$ cat config.mk
export PLATFORM = sky130hd
export DESIGN_NAME = lsu_flat
export DESIGN_NICKNAME = d
export VERILOG_FILES = /design/src/rtl/lsu_if.sv /design/src/rtl/lsu.sv /design/src/flat_wrapper.sv
export SDC_FILE = /design/constraint.sdc
export NUM_CORES = 1
export LEC_CHECK = 0
export CORE_ASPECT_RATIO = 0.8
export CORE_MARGIN = 2
export CORE_UTILIZATION = 57
export DETAILED_ROUTE_END_ITERATION = 16
export DONT_BUFFER_PORTS = 1
export PLACE_DENSITY = 0.75
export SLEW_MARGIN = 5
export SYNTH_ARGS = -nofsm -noshare
export SYNTH_HDL_FRONTEND = slang
export SYNTH_SLANG_ARGS = --single-unit
$ cat constraint.sdc
create_clock -name clk -period 2.4 [get_ports clk]
set_clock_uncertainty 0.15 [all_clocks]
set_input_delay 0.12 -clock clk [delete_from_list [all_inputs] [get_ports clk]]
set_output_delay 0.12 -clock clk [all_outputs]
set_load 0.005 [all_outputs]
$ cat src/rtl/lsu_if.sv
// Bundle of the EXU->LSU->WBU handshakes and the data-memory bus seen by the LSU.
interface lsu_if #(
    parameter int DATA_W = 32
);
    // EXU side
    logic              i_pre_valid;
    logic              o_pre_ready;
    logic [DATA_W-1:0] i_lsu_exu_res;
    logic              i_lsu_is_load;
    logic              i_lsu_is_store;
    logic [2:0]        i_lsu_func3;
    logic [DATA_W-1:0] i_lsu_rs2;
    logic [4:0]        i_lsu_rd_id;
    logic              i_lsu_gpr_wen;
    // WBU side
    logic              o_post_valid;
    logic              i_post_ready;
    logic [DATA_W-1:0] o_lsu_wb_data;
    logic [4:0]        o_lsu_rd_id;
    logic              o_lsu_gpr_wen;
    logic              o_lsu_err;
    // data-memory bus
    logic              o_mem_req_valid;
    logic              i_mem_req_ready;
    logic              o_mem_wen;
    logic [DATA_W-1:0] o_mem_addr;
    logic [DATA_W-1:0] o_mem_wdata;
    logic [3:0]        o_mem_wstrb;
    logic              i_mem_rsp_valid;
    logic              o_mem_rsp_ready;
    logic [DATA_W-1:0] i_mem_rdata;
    logic              i_mem_rsp_err;

    // LSU side of the bundle
    modport slave (
        input  i_pre_valid, i_lsu_exu_res, i_lsu_is_load, i_lsu_is_store, i_lsu_func3,
               i_lsu_rs2, i_lsu_rd_id, i_lsu_gpr_wen, i_post_ready, i_mem_req_ready,
               i_mem_rsp_valid, i_mem_rdata, i_mem_rsp_err,
        output o_pre_ready, o_post_valid, o_lsu_wb_data, o_lsu_rd_id, o_lsu_gpr_wen,
               o_lsu_err, o_mem_req_valid, o_mem_wen, o_mem_addr, o_mem_wdata,
               o_mem_wstrb, o_mem_rsp_ready
    );

    // Environment side (EXU, WBU and memory together)
    modport master (
        output i_pre_valid, i_lsu_exu_res, i_lsu_is_load, i_lsu_is_store, i_lsu_func3,
               i_lsu_rs2, i_lsu_rd_id, i_lsu_gpr_wen, i_post_ready, i_mem_req_ready,
               i_mem_rsp_valid, i_mem_rdata, i_mem_rsp_err,
        input  o_pre_ready, o_post_valid, o_lsu_wb_data, o_lsu_rd_id, o_lsu_gpr_wen,
               o_lsu_err, o_mem_req_valid, o_mem_wen, o_mem_addr, o_mem_wdata,
               o_mem_wstrb, o_mem_rsp_ready
    );
endinterface

$ cat src/rtl/lsu.sv
// Load/store unit: takes one EXU packet, performs at most one memory access,
// and hands a writeback packet to WBU. All outputs are registered.
module lsu #(
    parameter int DATA_W = 32
) (
    input logic  clk,
    input logic  rst,
    lsu_if.slave bus
);
    localparam logic [1:0] IDLE = 2'd0;
    localparam logic [1:0] REQ  = 2'd1;
    localparam logic [1:0] RESP = 2'd2;
    localparam logic [1:0] DONE = 2'd3;

    // Width/alignment legality; a packet flagged as both load and store is illegal.
    function automatic logic access_ok(input logic ld, input logic st,
                                       input logic [2:0] f3, input logic [1:0] a);
        logic ok;
        ok = 1'b0;
        if (ld ^ st) begin
            case (f3)
                3'b000:  ok = 1'b1;
                3'b001:  ok = ~a[0];
                3'b010:  ok = (a == 2'b00);
                3'b100:  ok = ld;
                3'b101:  ok = ld & ~a[0];
                default: ok = 1'b0;
            endcase
        end
        return ok;
    endfunction

    // Replicate store data across lanes and build the byte strobes: {wdata, wstrb}.
    function automatic logic [DATA_W+3:0] store_lanes(input logic [DATA_W-1:0] rs2,
                                                      input logic [2:0] f3,
                                                      input logic [1:0] a);
        logic [DATA_W+3:0] r;
        case (f3[1:0])
            2'b00:   r = {{4{rs2[7:0]}}, 4'b0001 << a};
            2'b01:   r = {{2{rs2[15:0]}}, 4'b0011 << a};
            default: r = {rs2, 4'b1111};
        endcase
        return r;
    endfunction

    // Pick the addressed byte/half out of the read word and extend it.
    function automatic logic [DATA_W-1:0] load_extract(input logic [DATA_W-1:0] w,
                                                       input logic [2:0] f3,
                                                       input logic [1:0] a);
        logic [7:0]        b;
        logic [15:0]       h;
        logic [DATA_W-1:0] r;
        case (a)
            2'b00:   b = w[7:0];
            2'b01:   b = w[15:8];
            2'b10:   b = w[23:16];
            default: b = w[31:24];
        endcase
        h = a[1] ? w[31:16] : w[15:0];
        case (f3)
            3'b000:  r = {{24{b[7]}}, b};
            3'b100:  r = {24'b0, b};
            3'b001:  r = {{16{h[15]}}, h};
            3'b101:  r = {16'b0, h};
            default: r = w;
        endcase
        return r;
    endfunction

    logic [1:0]        state_q, state_d;
    logic [2:0]        func3_q, func3_d;
    logic [1:0]        off_q, off_d;
    logic              is_load_q, is_load_d;
    logic              pkt_wen_q, pkt_wen_d;
    logic              req_valid_q, req_valid_d;
    logic              wen_q, wen_d;
    logic [DATA_W-1:0] addr_q, addr_d;
    logic [DATA_W-1:0] wdata_q, wdata_d;
    logic [3:0]        wstrb_q, wstrb_d;
    logic              rsp_ready_q, rsp_ready_d;
    logic              post_valid_q, post_valid_d;
    logic [DATA_W-1:0] wb_data_q, wb_data_d;
    logic [4:0]        rd_id_q, rd_id_d;
    logic              gpr_wen_q, gpr_wen_d;
    logic              err_q, err_d;

    logic pkt_is_mem;
    logic pkt_ok;
    assign pkt_is_mem = bus.i_lsu_is_load | bus.i_lsu_is_store;
    assign pkt_ok     = access_ok(bus.i_lsu_is_load, bus.i_lsu_is_store,
                                  bus.i_lsu_func3, bus.i_lsu_exu_res[1:0]);

    // Next-state and next-output logic for the IDLE/REQ/RESP/DONE sequence.
    always_comb begin
        state_d      = state_q;
        func3_d      = func3_q;
        off_d        = off_q;
        is_load_d    = is_load_q;
        pkt_wen_d    = pkt_wen_q;
        req_valid_d  = req_valid_q;
        wen_d        = wen_q;
        addr_d       = addr_q;
        wdata_d      = wdata_q;
        wstrb_d      = wstrb_q;
        rsp_ready_d  = rsp_ready_q;
        post_valid_d = post_valid_q;
        wb_data_d    = wb_data_q;
        rd_id_d      = rd_id_q;
        gpr_wen_d    = gpr_wen_q;
        err_d        = err_q;
        case (state_q)
            IDLE: begin
                if (bus.i_pre_valid) begin
                    func3_d   = bus.i_lsu_func3;
                    off_d     = bus.i_lsu_exu_res[1:0];
                    is_load_d = bus.i_lsu_is_load;
                    pkt_wen_d = bus.i_lsu_gpr_wen;
                    rd_id_d   = bus.i_lsu_rd_id;
                    if (pkt_is_mem && pkt_ok) begin
                        state_d     = REQ;
                        req_valid_d = 1'b1;
                        wen_d       = bus.i_lsu_is_store;
                        addr_d      = {bus.i_lsu_exu_res[DATA_W-1:2], 2'b00};
                        {wdata_d, wstrb_d} = bus.i_lsu_is_store
                            ? store_lanes(bus.i_lsu_rs2, bus.i_lsu_func3, bus.i_lsu_exu_res[1:0])
                            : '0;
                        err_d       = 1'b0;
                    end else begin
                        // Non-memory pass-through, or a faulting access with no bus traffic.
                        state_d      = DONE;
                        post_valid_d = 1'b1;
                        err_d        = pkt_is_mem;
                        wb_data_d    = pkt_is_mem ? '0 : bus.i_lsu_exu_res;
                        gpr_wen_d    = pkt_is_mem ? 1'b0 : bus.i_lsu_gpr_wen;
                    end
                end
            end
            REQ: begin
                if (bus.i_mem_req_ready) begin
                    state_d     = RESP;
                    req_valid_d = 1'b0;
                    rsp_ready_d = 1'b1;
                end
            end
            RESP: begin
                if (bus.i_mem_rsp_valid) begin
                    state_d      = DONE;
                    rsp_ready_d  = 1'b0;
                    post_valid_d = 1'b1;
                    err_d        = bus.i_mem_rsp_err;
                    wb_data_d    = (bus.i_mem_rsp_err || !is_load_q)
                                   ? '0 : load_extract(bus.i_mem_rdata, func3_q, off_q);
                    gpr_wen_d    = !bus.i_mem_rsp_err && is_load_q && pkt_wen_q;
                end
            end
            default: begin
                if (bus.i_post_ready) begin
                    state_d      = IDLE;
                    post_valid_d = 1'b0;
                end
            end
        endcase
    end

    // State and output registers; reset drops any in-flight transaction.
    always_ff @(posedge clk) begin
        if (rst) begin
            state_q      <= IDLE;
            func3_q      <= '0;
            off_q        <= '0;
            is_load_q    <= 1'b0;
            pkt_wen_q    <= 1'b0;
            req_valid_q  <= 1'b0;
            wen_q        <= 1'b0;
            addr_q       <= '0;
            wdata_q      <= '0;
            wstrb_q      <= '0;
            rsp_ready_q  <= 1'b0;
            post_valid_q <= 1'b0;
            wb_data_q    <= '0;
            rd_id_q      <= '0;
            gpr_wen_q    <= 1'b0;
            err_q        <= 1'b0;
        end else begin
            state_q      <= state_d;
            func3_q      <= func3_d;
            off_q        <= off_d;
            is_load_q    <= is_load_d;
            pkt_wen_q    <= pkt_wen_d;
            req_valid_q  <= req_valid_d;
            wen_q        <= wen_d;
            addr_q       <= addr_d;
            wdata_q      <= wdata_d;
            wstrb_q      <= wstrb_d;
            rsp_ready_q  <= rsp_ready_d;
            post_valid_q <= post_valid_d;
            wb_data_q    <= wb_data_d;
            rd_id_q      <= rd_id_d;
            gpr_wen_q    <= gpr_wen_d;
            err_q        <= err_d;
        end
    end

    assign bus.o_pre_ready     = (state_q == IDLE);
    assign bus.o_mem_req_valid = req_valid_q;
    assign bus.o_mem_wen       = wen_q;
    assign bus.o_mem_addr      = addr_q;
    assign bus.o_mem_wdata     = wdata_q;
    assign bus.o_mem_wstrb     = wstrb_q;
    assign bus.o_mem_rsp_ready = rsp_ready_q;
    assign bus.o_post_valid    = post_valid_q;
    assign bus.o_lsu_wb_data   = wb_data_q;
    assign bus.o_lsu_rd_id     = rd_id_q;
    assign bus.o_lsu_gpr_wen   = gpr_wen_q;
    assign bus.o_lsu_err       = err_q;
endmodule

$ cat src/flat_wrapper.sv
// flat-port wrapper written by rule: the top's interface ports become plain ports
module lsu_flat 
#(
    parameter int DATA_W = 32
)
  (clk, rst, bus_i_pre_valid, bus_i_lsu_exu_res, bus_i_lsu_is_load, bus_i_lsu_is_store, bus_i_lsu_func3, bus_i_lsu_rs2, bus_i_lsu_rd_id, bus_i_lsu_gpr_wen, bus_i_post_ready, bus_i_mem_req_ready, bus_i_mem_rsp_valid, bus_i_mem_rdata, bus_i_mem_rsp_err, bus_o_pre_ready, bus_o_post_valid, bus_o_lsu_wb_data, bus_o_lsu_rd_id, bus_o_lsu_gpr_wen, bus_o_lsu_err, bus_o_mem_req_valid, bus_o_mem_wen, bus_o_mem_addr, bus_o_mem_wdata, bus_o_mem_wstrb, bus_o_mem_rsp_ready);
  lsu_if #(.DATA_W(DATA_W)) bus_i ();
  input logic clk;
  input logic rst;
  input wire logic [$bits(bus_i.i_pre_valid)-1:0] bus_i_pre_valid;
  input wire logic [$bits(bus_i.i_lsu_exu_res)-1:0] bus_i_lsu_exu_res;
  input wire logic [$bits(bus_i.i_lsu_is_load)-1:0] bus_i_lsu_is_load;
  input wire logic [$bits(bus_i.i_lsu_is_store)-1:0] bus_i_lsu_is_store;
  input wire logic [$bits(bus_i.i_lsu_func3)-1:0] bus_i_lsu_func3;
  input wire logic [$bits(bus_i.i_lsu_rs2)-1:0] bus_i_lsu_rs2;
  input wire logic [$bits(bus_i.i_lsu_rd_id)-1:0] bus_i_lsu_rd_id;
  input wire logic [$bits(bus_i.i_lsu_gpr_wen)-1:0] bus_i_lsu_gpr_wen;
  input wire logic [$bits(bus_i.i_post_ready)-1:0] bus_i_post_ready;
  input wire logic [$bits(bus_i.i_mem_req_ready)-1:0] bus_i_mem_req_ready;
  input wire logic [$bits(bus_i.i_mem_rsp_valid)-1:0] bus_i_mem_rsp_valid;
  input wire logic [$bits(bus_i.i_mem_rdata)-1:0] bus_i_mem_rdata;
  input wire logic [$bits(bus_i.i_mem_rsp_err)-1:0] bus_i_mem_rsp_err;
  output wire logic [$bits(bus_i.o_pre_ready)-1:0] bus_o_pre_ready;
  output wire logic [$bits(bus_i.o_post_valid)-1:0] bus_o_post_valid;
  output wire logic [$bits(bus_i.o_lsu_wb_data)-1:0] bus_o_lsu_wb_data;
  output wire logic [$bits(bus_i.o_lsu_rd_id)-1:0] bus_o_lsu_rd_id;
  output wire logic [$bits(bus_i.o_lsu_gpr_wen)-1:0] bus_o_lsu_gpr_wen;
  output wire logic [$bits(bus_i.o_lsu_err)-1:0] bus_o_lsu_err;
  output wire logic [$bits(bus_i.o_mem_req_valid)-1:0] bus_o_mem_req_valid;
  output wire logic [$bits(bus_i.o_mem_wen)-1:0] bus_o_mem_wen;
  output wire logic [$bits(bus_i.o_mem_addr)-1:0] bus_o_mem_addr;
  output wire logic [$bits(bus_i.o_mem_wdata)-1:0] bus_o_mem_wdata;
  output wire logic [$bits(bus_i.o_mem_wstrb)-1:0] bus_o_mem_wstrb;
  output wire logic [$bits(bus_i.o_mem_rsp_ready)-1:0] bus_o_mem_rsp_ready;
  assign bus_i.i_pre_valid = bus_i_pre_valid;
  assign bus_i.i_lsu_exu_res = bus_i_lsu_exu_res;
  assign bus_i.i_lsu_is_load = bus_i_lsu_is_load;
  assign bus_i.i_lsu_is_store = bus_i_lsu_is_store;
  assign bus_i.i_lsu_func3 = bus_i_lsu_func3;
  assign bus_i.i_lsu_rs2 = bus_i_lsu_rs2;
  assign bus_i.i_lsu_rd_id = bus_i_lsu_rd_id;
  assign bus_i.i_lsu_gpr_wen = bus_i_lsu_gpr_wen;
  assign bus_i.i_post_ready = bus_i_post_ready;
  assign bus_i.i_mem_req_ready = bus_i_mem_req_ready;
  assign bus_i.i_mem_rsp_valid = bus_i_mem_rsp_valid;
  assign bus_i.i_mem_rdata = bus_i_mem_rdata;
  assign bus_i.i_mem_rsp_err = bus_i_mem_rsp_err;
  assign bus_o_pre_ready = bus_i.o_pre_ready;
  assign bus_o_post_valid = bus_i.o_post_valid;
  assign bus_o_lsu_wb_data = bus_i.o_lsu_wb_data;
  assign bus_o_lsu_rd_id = bus_i.o_lsu_rd_id;
  assign bus_o_lsu_gpr_wen = bus_i.o_lsu_gpr_wen;
  assign bus_o_lsu_err = bus_i.o_lsu_err;
  assign bus_o_mem_req_valid = bus_i.o_mem_req_valid;
  assign bus_o_mem_wen = bus_i.o_mem_wen;
  assign bus_o_mem_addr = bus_i.o_mem_addr;
  assign bus_o_mem_wdata = bus_i.o_mem_wdata;
  assign bus_o_mem_wstrb = bus_i.o_mem_wstrb;
  assign bus_o_mem_rsp_ready = bus_i.o_mem_rsp_ready;
  lsu #(.DATA_W(DATA_W)) u_core (.clk(clk), .rst(rst), .bus(bus_i));
endmodule
=== After elaboration in Yosys (flattened, before gate mapping) ===
Cells that the tools add are included.

* Register bits: 118
* Output and inout port bits: 112
* Word-level logic and storage cells: 105
* Input port bits: 114

* Equal/unequal tests: 17
* Multiplexer cells: 40
* Shifts and indexed selects: 2
* Bitwise operators: 5
* Reduce and logical (&&, ||, !) cells: 25

{| class="wikitable"
|+ Operators by type and width
! kind !! number
|-
| $mux W32 || 5
|-
| $pmux W32 S4 || 1
|-
| $pmux W36 S2 || 1
|-
| $pmux W32 S2 || 1
|-
| $mux W36 || 1
|-
| $pmux W8 S3 || 1
|-
| $mux W1 || 17
|-
| $mux W16 || 1
|-
| $eq A3 B3 Y1 const B || 4
|-
| $reduce_and A4 Y1 || 3
|-
| $mux W2 || 5
|-
| $reduce_and A3 Y1 || 3
|-
| $logic_not A2 Y1 || 4
|-
| $ne A2 B2 Y1 const B || 4
|-
| $pmux W1 S2 || 4
|-
| $eq A2 B1 Y1 const B || 3
|-
| $eq A3 B1 Y1 const B || 2
|-
| $logic_not A3 Y1 || 2
|-
| $pmux W2 S3 || 1
|-
| $reduce_bool A2 Y1 || 3
|-
| $pmux W1 S5 || 1
|-
| $reduce_and A5 Y1 || 1
|-
| $eq A2 B2 Y1 const B || 2
|-
| $reduce_bool A4 Y1 || 1
|-
| 14 further kinds || 18
|}

=== Longest topological paths before layout ===
Gate-level depths: netlist of the first run.

* Depth in word-level cells: 8
* Depth in mapped cells: 11
* Gate-level depth less buffers: 7

=== Least setup slack after synthesis of the first run ===
OpenSTA, ideal clock, no wires.

* Path type: input to register
* Start: input port bus_i_lsu_is_store
* End: register u_core.addr_q[28] (netlist: u_core.bus.o_mem_addr[28])
* Setup slack: 77 ps
* Data arrival time: 2041 ps
* Stages: 11
* Cells stage by stage: clkbuf_1 -> clkbuf_1 -> inv_1 -> ha_1 -> o2111ai_2 -> or3_1 -> clkbuf_1 -> buf_6 -> buf_6 -> nand2_1 -> a21oi_1

* Longest elaborated chain between the ends: 4
* Elaborated cells between the ends (all ways): 5
* Those cells by class: mux: 1; bitwise: 2; reduce/logical: 2

{| class="wikitable"
|+ Ends and longest elaborated chain
! item !! line !! text
|-
| from (decl) || flat_wrapper.sv:13 || <nowiki>input wire logic [$bits(bus_i.i_lsu_is_store)-1:0] bus_i_lsu_is_store;</nowiki>
|-
| $xor A1 B1 Y1 || lsu.sv:20 || <nowiki>if (ld ^ st) begin</nowiki>
|-
| $mux W1 || lsu.sv:20 ||
|-
| $logic_and A1 B1 Y1 * || lsu.sv:119 || <nowiki>if (pkt_is_mem && pkt_ok) begin</nowiki>
|-
| $reduce_and A3 Y1 (no line) * || n/a ||
|-
| to (signal assigned) || lsu.sv:192 || <nowiki>addr_q <= addr_d;</nowiki>
|-
| to (decl) || lsu.sv:77 || <nowiki>logic [DATA_W-1:0] addr_q, addr_d;</nowiki>
|}

Every way passes the cells marked *; elsewhere a longest branch is shown, timed or not.
A chain may end at the register's enable or synchronous reset.

=== Worst setup path after layout of the first run ===
* Start: input port bus_i_lsu_func3[1]
* End: register u_core.wdata_q[20] (netlist: u_core.bus.o_mem_wdata[20])

* Longest elaborated chain between the ends: 5
* Elaborated cells between the ends (all ways): 13
* Those cells by class: eq/ne: 5; mux: 4; reduce/logical: 4

{| class="wikitable"
|+ Ends and longest elaborated chain
! item !! line !! text
|-
| from (decl) || flat_wrapper.sv:14 || <nowiki>input wire logic [$bits(bus_i.i_lsu_func3)-1:0] bus_i_lsu_func3;</nowiki>
|-
| $eq A3 B3 Y1, or another cell as far along || lsu.sv:21 || <nowiki>case (f3)</nowiki>
|-
| $pmux W1 S5 || lsu.sv:21 ||
|-
| $mux W1 || lsu.sv:20 ||
|-
| $logic_and A1 B1 Y1 || lsu.sv:119 ||
|-
| $reduce_and A3 Y1 (no line) || n/a ||
|-
| to (signal assigned) || lsu.sv:193 || <nowiki>wdata_q <= wdata_d;</nowiki>
|-
| to (decl) || lsu.sv:78 || <nowiki>logic [DATA_W-1:0] wdata_q, wdata_d;</nowiki>
|}

Parallel ways exist; a longest one is shown, timed or not.

==> results of run 1 <==
how the worst max path moves through the flow:
stage / slack, ns / cells after the start / from / endpoint
2_1_floorplan: 0.08 / 11 / bus_i_lsu_is_store / u_core.bus.o_mem_addr[28]$_SDFFE_PP0P_
3_5_place_dp: 0.08 / 7 / u_core.state_q[0]$_SDFFE_PP0P_ / u_core.bus.o_lsu_wb_data[18]$_SDFFE_PP0P_
4_1_cts: 0.03 / 7 / u_core.state_q[1]$_SDFFE_PP0P_ / u_core.bus.o_lsu_rd_id[3]$_SDFFE_PP0P_
3_3_place_gp: 0.18 / 8 / u_core.state_q[0]$_SDFFE_PP0P_ / u_core.bus.o_mem_addr[17]$_SDFFE_PP0P_
6_report: 0.06 / 5 / bus_i_lsu_func3[1] / u_core.bus.o_mem_wdata[20]$_SDFFE_PP0P_
5_1_grt: 0.01 / 8 / u_core.state_q[1]$_SDFFE_PP0P_ / u_core.bus.o_lsu_rd_id[4]$_SDFFE_PP0P_
layer usage:
layer | share of wire, % | vias to the layer above
met4 | 3.9 | 0
met5 | 0 | -
met1 | 39 | 2758
met2 | 44 | 421
li1 | - | 2654
met3 | 13 | 92
placed cells by master (no fill, tap or decap), types with 2 or more instances in the layout:
master / Yosys / final
nand2_1: 159 / 159
dlygate4sd3_1: 0 / 124
dfxtp_1: 118 / 117
a21oi_1: 89 / 89
nor2_1: 55 / 55
nand3_1: 34 / 34
a22oi_1: 21 / 21
mux2_2: 18 / 18
a211oi_1: 17 / 17
clkbuf_16: 0 / 17
buf_4: 2 / 12
nor2b_1: 13 / 11
a211oi_2: 10 / 10
o21ai_0: 10 / 10
nor3_1: 9 / 9
mux2i_1: 9 / 9
inv_1: 8 / 8
a221oi_1: 8 / 8
a31oi_1: 8 / 8
o221ai_1: 7 / 7
a311oi_1: 7 / 7
nand2b_1: 5 / 5
clkinv_2: 0 / 5
o211ai_1: 4 / 4
ha_1: 5 / 4
bufinv_16: 0 / 3
buf_12: 0 / 3
nor2b_2: 0 / 2
and2_1: 3 / 2
o21a_1: 2 / 2
nand4b_1: 2 / 2
conb_1: 1 / 2
clkbuf_1: 45 / 2
clkinvlp_4: 0 / 2
clkinv_4: 0 / 2
power by group:
part           leakage [nW]  switching, mW  internal, mW
clock network         0.287          0.931          1.63
logic                  1.43           1.18         0.877
registers             0.961          0.373          2.35
total                  2.68           2.48          4.85
worst max-delay path, cell delays in order:
cell           delay, ns
dlygate4sd3_1       1.17
mux2_2              0.43
dlygate4sd3_1       0.57
nand3_1             0.11
a21oi_1             0.07
per-stage QoR:
step | instance area [sq um] | hold WS, ns
final | 7470 | 0.0139
after detailed placement | 5580 | 0.0530
after global placement | 5580 | 0.0501
after floorplan | 5600 | 0.106
after CTS | 7450 | 0.00145
after global routing | 7470 | 0.0342
kinds of logic after synthesis:
family / count (synthesis) / share of synthesized area, %
AOI/OAI and AO/OA: 191 / 23.1
DFF: 118 / 42.2
and+or+nand+nor: 285 / 21.6
muxes: 28 / 5.64
other: 1 / 0.0671
adders and majority gates: 5 / 1.12
buffers and inverters: 73 / 6.20
Yosys cell counts, types with 9 or more instances:
cell	count
a211oi_1	17
a22oi_1	21
nor2_1	55
dfxtp_1	118
nor3_1	9
o21ai_0	10
nor2b_1	13
mux2i_1	9
nand3_1	34
nand2_1	159
clkbuf_1	45
a21oi_1	89
mux2_2	18
a211oi_2	10
buf_2	10
flip-flops by register name, summed over array words and instances, names as in the netlist, 2 cells and up:
| register | count |
|---|---|
| u_core.bus.o_lsu_rd_id | 5 |
| u_core.bus.o_lsu_wb_data | 32 |
| u_core.bus.o_mem_addr | 30 |
| u_core.bus.o_mem_wdata | 32 |
| u_core.bus.o_mem_wstrb | 4 |
| u_core.func3_q | 3 |
| u_core.off_q | 2 |
| u_core.state_q | 2 |
final cells by class:
type	instances	area, sq um	area share [%]
Timing Repair Buffer	141	1430	19.1
Tap cell	119	149	1.99
Multi-Input combinational cell	511	2910	38.9
Clock inverter	13	156	2.09
Inverter	8	30.0	0.402
Sequential cell	118	2360	31.6
Clock buffer	19	433	5.79
repair_timing:
item | in CTS | in global routing
hold endpoints to repair | 118 | 0
gates resized for setup | 0 | 7
hold buffers | 126 | 0
setup endpoints to repair | 0 | 88
==> results.toml, run 1 <==
[yosys]
synth_area_leaders = "dfxtp_1 (42%), nand2_1 (11%), a21oi_1 (8.0%), nor2_1 (3.7%), mux2_2 (3.6%)"
synth_area_sq_mm = 0.00559
yosysWarnings = 0
async_flop_share_pct = 0
yosys_most_used_dff = "dfxtp_1"
yosysUniqueCellTypes = 44
syn_inst = 701
syn_area_per_cell_sq_um = 7.98
synth_edf_count = 0
synth.largest_area_cell = "dfxtp_1"
yosysSeqAreaShare_pct = 42.2
ys_ff_latch = 118
synth_top_area_share_pct = 42.2

[worst_setup_path]
crit_required_ns = 2.53
path_max_fanout = 28
startpoint_type = "input port"
reg2reg_depth = 7
r2r_start = "u_core.state_q[0]$_SDFFE_PP0P_"
crit_type = "in2reg"
reg2reg_to = "u_core.bus.o_lsu_wb_data[18]$_SDFFE_PP0P_"
crit_path_end_kind = "flip-flop"
r2r_slack_ns = 0.09
cp.arrival_ns = 2.46

[clock_tree]
cts_tree = "done"
clk_pin_slew_ns = 0.05
cts_inserted_buffers = 17
clock_latency_ns = 0.41
clock_tree.buffer_depth = 2
cts.sink_count = 118
clock-root-buffer = "clkbuf_16"
cts_setup_buffers = 0
htree_num_levels = 4

[global_route]
grt_pass1_wl_mm = 30.3
grt-ovfl-total = 0
met2_usage_pct = 54.9
grt_max_degree = 104
grtUsageMet3_pct = 14.4
grt_antenna_before_repair = 0
track_usage_pct = 36.7
grt_pass1_vias = 5680
grtUsageMet1_pct = 46.7
top_usage_layer = "met2"

[hold_path]
holdPathEnd = "u_core.bus.o_mem_wdata[31]$_SDFFE_PP0P_"
hold_class = "in2reg"
min_from = "bus_i_lsu_rs2[15]"
min_path_cells = 4

[floorplan]
rows = 32
die_y_um = 92.6
initial_core_util_pct = 58.2
io_pins = 226
core-area_sq_mm = 0.00961
dieArea_sq_mm = 0.0106
die_w_um = 115

[sta]
min_period_over_period_pct = 97.3
layout_setup_ws_ns = 0.0643
max_clock_freq_mhz = 428
finalCriticalPeriod_ns = 2.34
final_max_slew_viol_count = 0
fin_setup_tns_ns = 0
slew_headroom_pct = 36.1
rsz0062_at_grt = "no"
hold_viol = 0
tightestPinTransition_ns = 0.956
setup_viol = 0

[placement]
dp_slack_ns = 0.0841
place.gp.congestion = 0.927
placed_cells = 771
port_buffers = 0
dp_hpwl_mm = 11.6

[flow_run]
timing.max_cap.violations = 0

[layout]
nets = 916
fill_cells = 650
drive_above_1_share_pct = 10.9
diodes = 0
stdcell_count = 929
area_delta_synth_final_pct = 33.6
utilization_pct = 77.7

[route]
first_pass_iters = 6
ant_nets = 0
wl_mm = 19.7
drtIter0Drc = 743
vias_per_cell = 6.38
vias = 5925
wire_per_inst_um = 21.2
drc_errors = 0

[power]
peakVddDrop_mv = 0.675
p_leak_nw = 2.68
finalPower_mw = 7.33
power_density_mw_per_mm2 = 982

[run_status]
status = "finished clean"
Power figures use the tool's default switching activity.
==> inputs of run 2 (changes only) <==
--- a/config.mk
+++ b/config.mk
@@ -5,12 +5,14 @@
 export SDC_FILE = /design/constraint.sdc
 export NUM_CORES = 1
 export LEC_CHECK = 0
+export ABC_AREA = 1
 export CORE_ASPECT_RATIO = 0.8
 export CORE_MARGIN = 2
-export CORE_UTILIZATION = 57
+export CORE_UTILIZATION = 58
 export DETAILED_ROUTE_END_ITERATION = 16
 export DONT_BUFFER_PORTS = 1
-export PLACE_DENSITY = 0.75
+export PLACE_DENSITY = 0.76
+export RECOVER_POWER = 100
 export SLEW_MARGIN = 5
 export SYNTH_ARGS = -nofsm -noshare
 export SYNTH_HDL_FRONTEND = slang
==> run 2 against run 1 <==
- synthesized cell count is 39% higher
- largest cell class unchanged
- critical path type is now reg2reg
- final cell count is 31% higher
- largest power group is now combinational logic
- clock-buffer cell count is 1 lower
- wire length is 17% higher
- power is 7.7% higher
- sequential share of layout area is 2.2 points lower
==> results.toml, run 2 <==
[layout]
drive_above_1_share_pct = 6.33
area_delta_synth_final_pct = 29.8
diodes = 0
utilization_pct = 77.9
final_cell_mix = "nand2_1 (233), nand3_1 (123), nor2_1 (119), dfxtp_1 (118), dlygate4sd3_1 (117)"
layout_commonest_cell = "nand2_1"
nets = 1181
fill_cells = 774

[power]
switching_power_mw = 3.05
power_frac_comb_pct = 34.7
power_density_mw_per_mm2 = 983
p_int_mw = 4.85
swShare_pct = 38.6
clkPwrFrac_pct = 33.6
finalPower_mw = 7.90
peakVddDrop_mv = 0.707
seqPwrFrac_pct = 31.7
p_leak_nw = 3.31

[sta]
layout_setup_ws_ns = 0.178
tightestPinTransition_ns = 0.905
holdWs_ns = 0.00850
setup_viol = 0
min_period_over_period_pct = 92.6
slew_headroom_pct = 39.6
finalCriticalPeriod_ns = 2.22
final_max_slew_viol_count = 0
rsz0062_at_grt = "no"
hold_viol = 0
fin_setup_tns_ns = 0
max_clock_freq_mhz = 450

[clock_tree]
clock_tree.buffer_depth = 2
cts_tree = "done"
clock_latency_ns = 0.41
cts.sink_count = 118
htree_num_levels = 4
clock-root-buffer = "clkbuf_16"
cts_inserted_buffers = 17
clk_pin_slew_ns = 0.06

[yosys]
async_flop_share_pct = 0
synth_edf_count = 0
ys_top_cells_by_count = "nand2_1 (234), nand3_1 (123), nor2_1 (120)"
synth_most_common_cell = "nand2_1"
syn_inst = 973
synth_area_leaders = "dfxtp_1 (38%), nand2_1 (14%), nand3_1 (9.9%), a21oi_1 (9.1%), nor2_1 (7.3%)"
yosysWarnings = 0
synth_area_sq_mm = 0.00619
syn_area_per_cell_sq_um = 6.37
yosysSeqAreaShare_pct = 38.1
yosys_most_used_dff = "dfxtp_1"
synth.largest_area_cell = "dfxtp_1"
yosysUniqueCellTypes = 32
ys_ff_latch = 118
synth_top_area_share_pct = 38.1

[route]
wire_per_inst_um = 18.9
ant_nets = 0
vias_per_cell = 5.96
wl_mm = 23.0
drc_errors = 0
drtIter0Drc = 972
vias = 7240
first_pass_iters = 7

[placement]
dp_hpwl_mm = 14.4
dp_slack_ns = 0.0752
port_buffers = 0
place.gp.congestion = 1.05

[floorplan]
io_pins = 226
rows = 33
die_y_um = 96.4
dieArea_sq_mm = 0.0115
die_w_um = 120
initial_core_util_pct = 60.0
core-area_sq_mm = 0.0103

[worst_setup_path]
crit_path_end_kind = "flip-flop"
path_max_fanout = 29
startpoint_type = "flip-flop"
cp.arrival_ns = 2.38
crit_required_ns = 2.56
crit_type = "reg2reg"

[hold_path]
hold_class = "in2reg"

[global_route]
track_usage_pct = 38.8
grt_max_degree = 70
grt_pass1_vias = 6752
grt_pass1_wl_mm = 35.1
grt_antenna_before_repair = 1
grt-ovfl-total = 0

[run_status]
status = "finished clean"

[flow_run]
timing.max_cap.violations = 0
run 2: changes by cell type in the layout (fill, tap and decap cells not counted), sizes merged, moves of 13 or more:
cell    delta
nand3     +90
nand2     +75
inv       +68
nor2      +67
o21ai     +52
a21oi     +23
a22oi     -21
a211oi    -19
mux2      -18
nor2b     -13
run 2: through the flow:
| step | instances | instance area [sq um] |
|---|---|---|
| after floorplan | 974 | 6200 |
| after CTS | 1214 | 8040 |
| final | 1214 | 8040 |
| after detailed placement | 1065 | 6230 |
| after global routing | 1214 | 8040 |
| after global placement | 1065 | 6230 |
run 2: critical path, stage by stage, from the launching register on:
cell and delay, ns:
dfxtp_1 0.39, inv_1 0.09, ha_1 0.31, inv_2 0.10
or2_1 0.14, nand2_1 0.10, nor2_2 0.13, buf_4 0.34
nand3_1 0.13, nor2_1 0.17, nor2_1 0.05
run 2: worst paths after layout:
| check | from | end | slack, ns | cells after the start |
|---|---|---|---|---|
| max | u_core.state_q[0]$_SDFFE_PP0P_ | u_core.bus.o_lsu_wb_data[9]$_SDFFE_PP0P_ | 0.18 | 10 |
| min | bus_i_mem_rdata[21] | u_core.bus.o_lsu_wb_data[5]$_SDFFE_PP0P_ | 0.009 | 6 |
| max reg2reg | u_core.state_q[0]$_SDFFE_PP0P_ | u_core.bus.o_lsu_wb_data[9]$_SDFFE_PP0P_ | 0.18 | 10 |
| min reg2reg | u_core.is_load_q$_SDFFE_PP0P_ | u_core.is_load_q$_SDFFE_PP0P_ | 0.33 | 2 |
run 2: power by group through the flow:
stage	registers (mW)	logic, mW	clock network [mW]
5_1_grt	2.53	3.05	2.74
2_1_floorplan	2.45	1.92	0
3_3_place_gp	2.52	2.34	0
4_1_cts	2.50	2.65	2.65
3_5_place_dp	2.53	2.41	0
6_report	2.50	2.74	2.66
run 2: repair_timing:
item,4_1_cts,5_1_grt
setup endpoints to repair,0,16
resized for setup,0,1
setup buffers,0,0
hold endpoints to repair,114,0
hold buffers,118,0
run 2: final cells by class:
class	instances	area (sq um)	share of cell area, %
well taps	140	175	2.18
multi-input cells	708	3230	40.1
repair buffers	141	1380	17.1
clock buffers	18	439	5.46
inverters	76	285	3.55
clock inverters	13	171	2.13
flip-flops and latches	118	2360	29.4
run 2: kinds of logic after synthesis:
logic type / count (synthesis) / synth area share [%]
adders and majority gates: 5 / 1.01
other: 1 / 0.0605
and+or+nand+nor: 516 / 35.4
DFF: 118 / 38.1
AOI/OAI and AO/OA: 185 / 15.5
buffers and inverters: 148 / 9.90
run 2: routing by layer:
layer,global-route usage (%),wire (um),up-vias
li1,-,-,3347
met1,50.5,9260,3250
met2,58.5,9910,549
met3,13.9,2980,92
met4,16.3,822,2
met5,0,13,-
==> inputs of run 3 (changes only) <==
--- a/config.mk
+++ b/config.mk
@@ -8,12 +8,13 @@
 export ABC_AREA = 1
 export CORE_ASPECT_RATIO = 0.8
 export CORE_MARGIN = 2
-export CORE_UTILIZATION = 58
+export CORE_UTILIZATION = 60
+export CTS_BUF_LIST = sky130_fd_sc_hd__clkbuf_2
 export DETAILED_ROUTE_END_ITERATION = 16
 export DONT_BUFFER_PORTS = 1
-export PLACE_DENSITY = 0.76
+export PLACE_DENSITY = 0.79
 export RECOVER_POWER = 100
-export SLEW_MARGIN = 5
+export SLEW_MARGIN = 20
 export SYNTH_ARGS = -nofsm -noshare
 export SYNTH_HDL_FRONTEND = slang
 export SYNTH_SLANG_ARGS = --single-unit
==> run 3 against run 2 <==
- flip-flop and latch count is the same
- hold slack gained 0.012 ns
- clock power shrank 46%
- combinational power grew 7%
- register-to-register slack lost 0.09 ns
- first-iteration DRC count grew 27%
==> results.toml, run 3 (same netlist as run 2, synthesis figures left out) <==
[global_route]
grt_pass1_vias = 7221
grt_max_degree = 74
track_usage_pct = 43.1
grt-ovfl-total = 0
grt_pass1_wl_mm = 37.9
grt_antenna_before_repair = 2

[sta]
hold_viol = 0
min_period_over_period_pct = 99.4
slew_headroom_pct = 39.9
setup_viol = 0
max_clock_freq_mhz = 419
tightestPinTransition_ns = 0.901
final_max_slew_viol_count = 0
finalCriticalPeriod_ns = 2.38

[layout]
fill_cells = 679
fin_area_sq_mm = 0.00829
nets = 1234
utilization_pct = 81.7
layout_commonest_cell = "nand2_1"
stdcell_count = 1271
drive_above_1_share_pct = 6.91
area_delta_synth_final_pct = 33.9
final_cell_mix = "nand2_1 (233), dlygate4sd3_1 (166), nand3_1 (124), nor2_1 (119), dfxtp_1 (114)"

[floorplan]
initial_core_util_pct = 61.0
die_y_um = 94.9
rows = 33
core-area_sq_mm = 0.0102
io_pins = 226
dieArea_sq_mm = 0.0112
die_w_um = 118

[worst_setup_path]
r2r_slack_ns = 0.09
startpoint_type = "input port"
reg2reg_depth = 10
r2r_start = "u_core.state_q[0]$_SDFFE_PP0P_"
cp.arrival_ns = 2.84
crit_path_end_kind = "flip-flop"
path_max_fanout = 16
reg2reg_to = "u_core.bus.o_lsu_gpr_wen$_SDFFE_PP0P_"
crit_type = "in2reg"
crit_required_ns = 2.86

[power]
peakVddDrop_mv = 0.598
finalPower_mw = 6.88
power_density_mw_per_mm2 = 829
p_leak_nw = 3.46

[route]
wire_per_inst_um = 19.5
vias = 7780
vias_per_cell = 6.12
drtIter0Drc = 1233
drc_errors = 0
ant_nets = 0
first_pass_iters = 7
wl_mm = 24.8

[hold_path]
min_path_cells = 3
holdPathEnd = "u_core.bus.o_mem_addr[8]$_SDFFE_PP0P_"
min_from = "bus_i_lsu_exu_res[8]"
hold_class = "in2reg"

[flow_run]
timing.max_cap.violations = 0

[clock_tree]
htree_num_levels = 4
clock-root-buffer = "clkbuf_2"
cts_inserted_buffers = 17
clock_latency_ns = 0.70
cts_tree = "done"
clk_pin_slew_ns = 0.21
clock_tree.buffer_depth = 2
cts.sink_count = 118

[placement]
dp_hpwl_mm = 13.5
port_buffers = 0
placed_cell_area_sq_mm = 0.00627
placed_cells = 1064
place.gp.congestion = 0.979

[run_status]
status = "finished clean"
## run 3: cell count changes in the layout (fill, tap and decap cells not counted), sizes merged, moves of 2 or more
cell / change
dlygate4sd3: +49
clkinvlp: +4
clkbuf: -2
buf: +3
dlymetal6s4s: +2
diode: +3
## run 3: how the worst max path moves through the flow
stage / from / endpoint / depth (start not counted)
global route: bus_i_lsu_func3[0] / u_core.bus.o_mem_wdata[30]$_SDFFE_PP0P_ / 9
detailed placement: u_core.state_q[0]$_SDFFE_PP0P_ / u_core.bus.o_lsu_wb_data[31]$_SDFFE_PP0P_ / 10
CTS: bus_i_lsu_func3[1] / u_core.bus.o_mem_wdata[23]$_SDFFE_PP0P_ / 9
floorplan: bus_i_lsu_is_store / u_core.bus.o_lsu_wb_data[23]$_SDFFE_PP0P_ / 10
finish: bus_i_lsu_func3[0] / u_core.bus.o_mem_wdata[30]$_SDFFE_PP0P_ / 9
global placement: u_core.off_q[1]$_SDFFE_PP0P_ / u_core.bus.o_lsu_wb_data[27]$_SDFFE_PP0P_ / 7
## run 3: metrics by stage
step	setup TNS (ns)	setup WS, ns	hold WS (ns)
2_1_floorplan	0	0.390	0.132
3_3_place_gp	0	0.115	0.0441
3_5_place_dp	0	0.316	0.0450
4_1_cts	0	0.0428	0.00202
5_1_grt	-0.0727	-0.0158	0.00906
6_report	0	0.0151	0.0202
## run 3: report_power, final
| group | switching (mW) | leakage, nW | internal [mW] |
|---|---|---|---|
| Combinational | 1.88 | 2.36 | 1.05 |
| Sequential | 0.259 | 0.963 | 2.26 |
| Clock | 0.851 | 0.141 | 0.584 |
## run 3: worst max-delay path, stage by stage
cell and delay (ns):
dlygate4sd3_1 0.62, o21ai_0 0.24, dlygate4sd3_1 0.61, nand3_1 0.17, nor2_4 0.19, nand2_2 0.25, clkbuf_2 0.37, nand2_1 0.19
a21oi_1 0.09
## run 3: area by class of cell
cell class | count | area [sq um] | share of cell area, %
Clock inverter | 15 | 180 | 2.17
Timing Repair Buffer | 194 | 1950 | 23.6
Sequential cell | 118 | 2370 | 28.6
Multi-Input combinational cell | 708 | 3230 | 39.0
Clock buffer | 17 | 85.1 | 1.03
Inverter | 76 | 292 | 3.51
Antenna cell | 3 | 7.51 | 0.0905
Tap cell | 140 | 175 | 2.11
## run 3: timing repair
item                                    4_1_cts  5_1_grt
hold buffers                                166        3
gates resized for setup                       0       19
endpoints found under the setup margin        0       55
setup buffers                                 0        3
hold endpoints to repair                    118        7
## run 3: per-layer routing
| layer | track usage [%] | share of wire (%) | vias up |
|---|---|---|---|
| met5 | 0 | 0 | - |
| met4 | 25.8 | 6.5 | 0 |
| met3 | 15.3 | 15 | 206 |
| met2 | 63.5 | 41 | 761 |
| met1 | 54.6 | 37 | 3353 |
| li1 | - | - | 3460 |
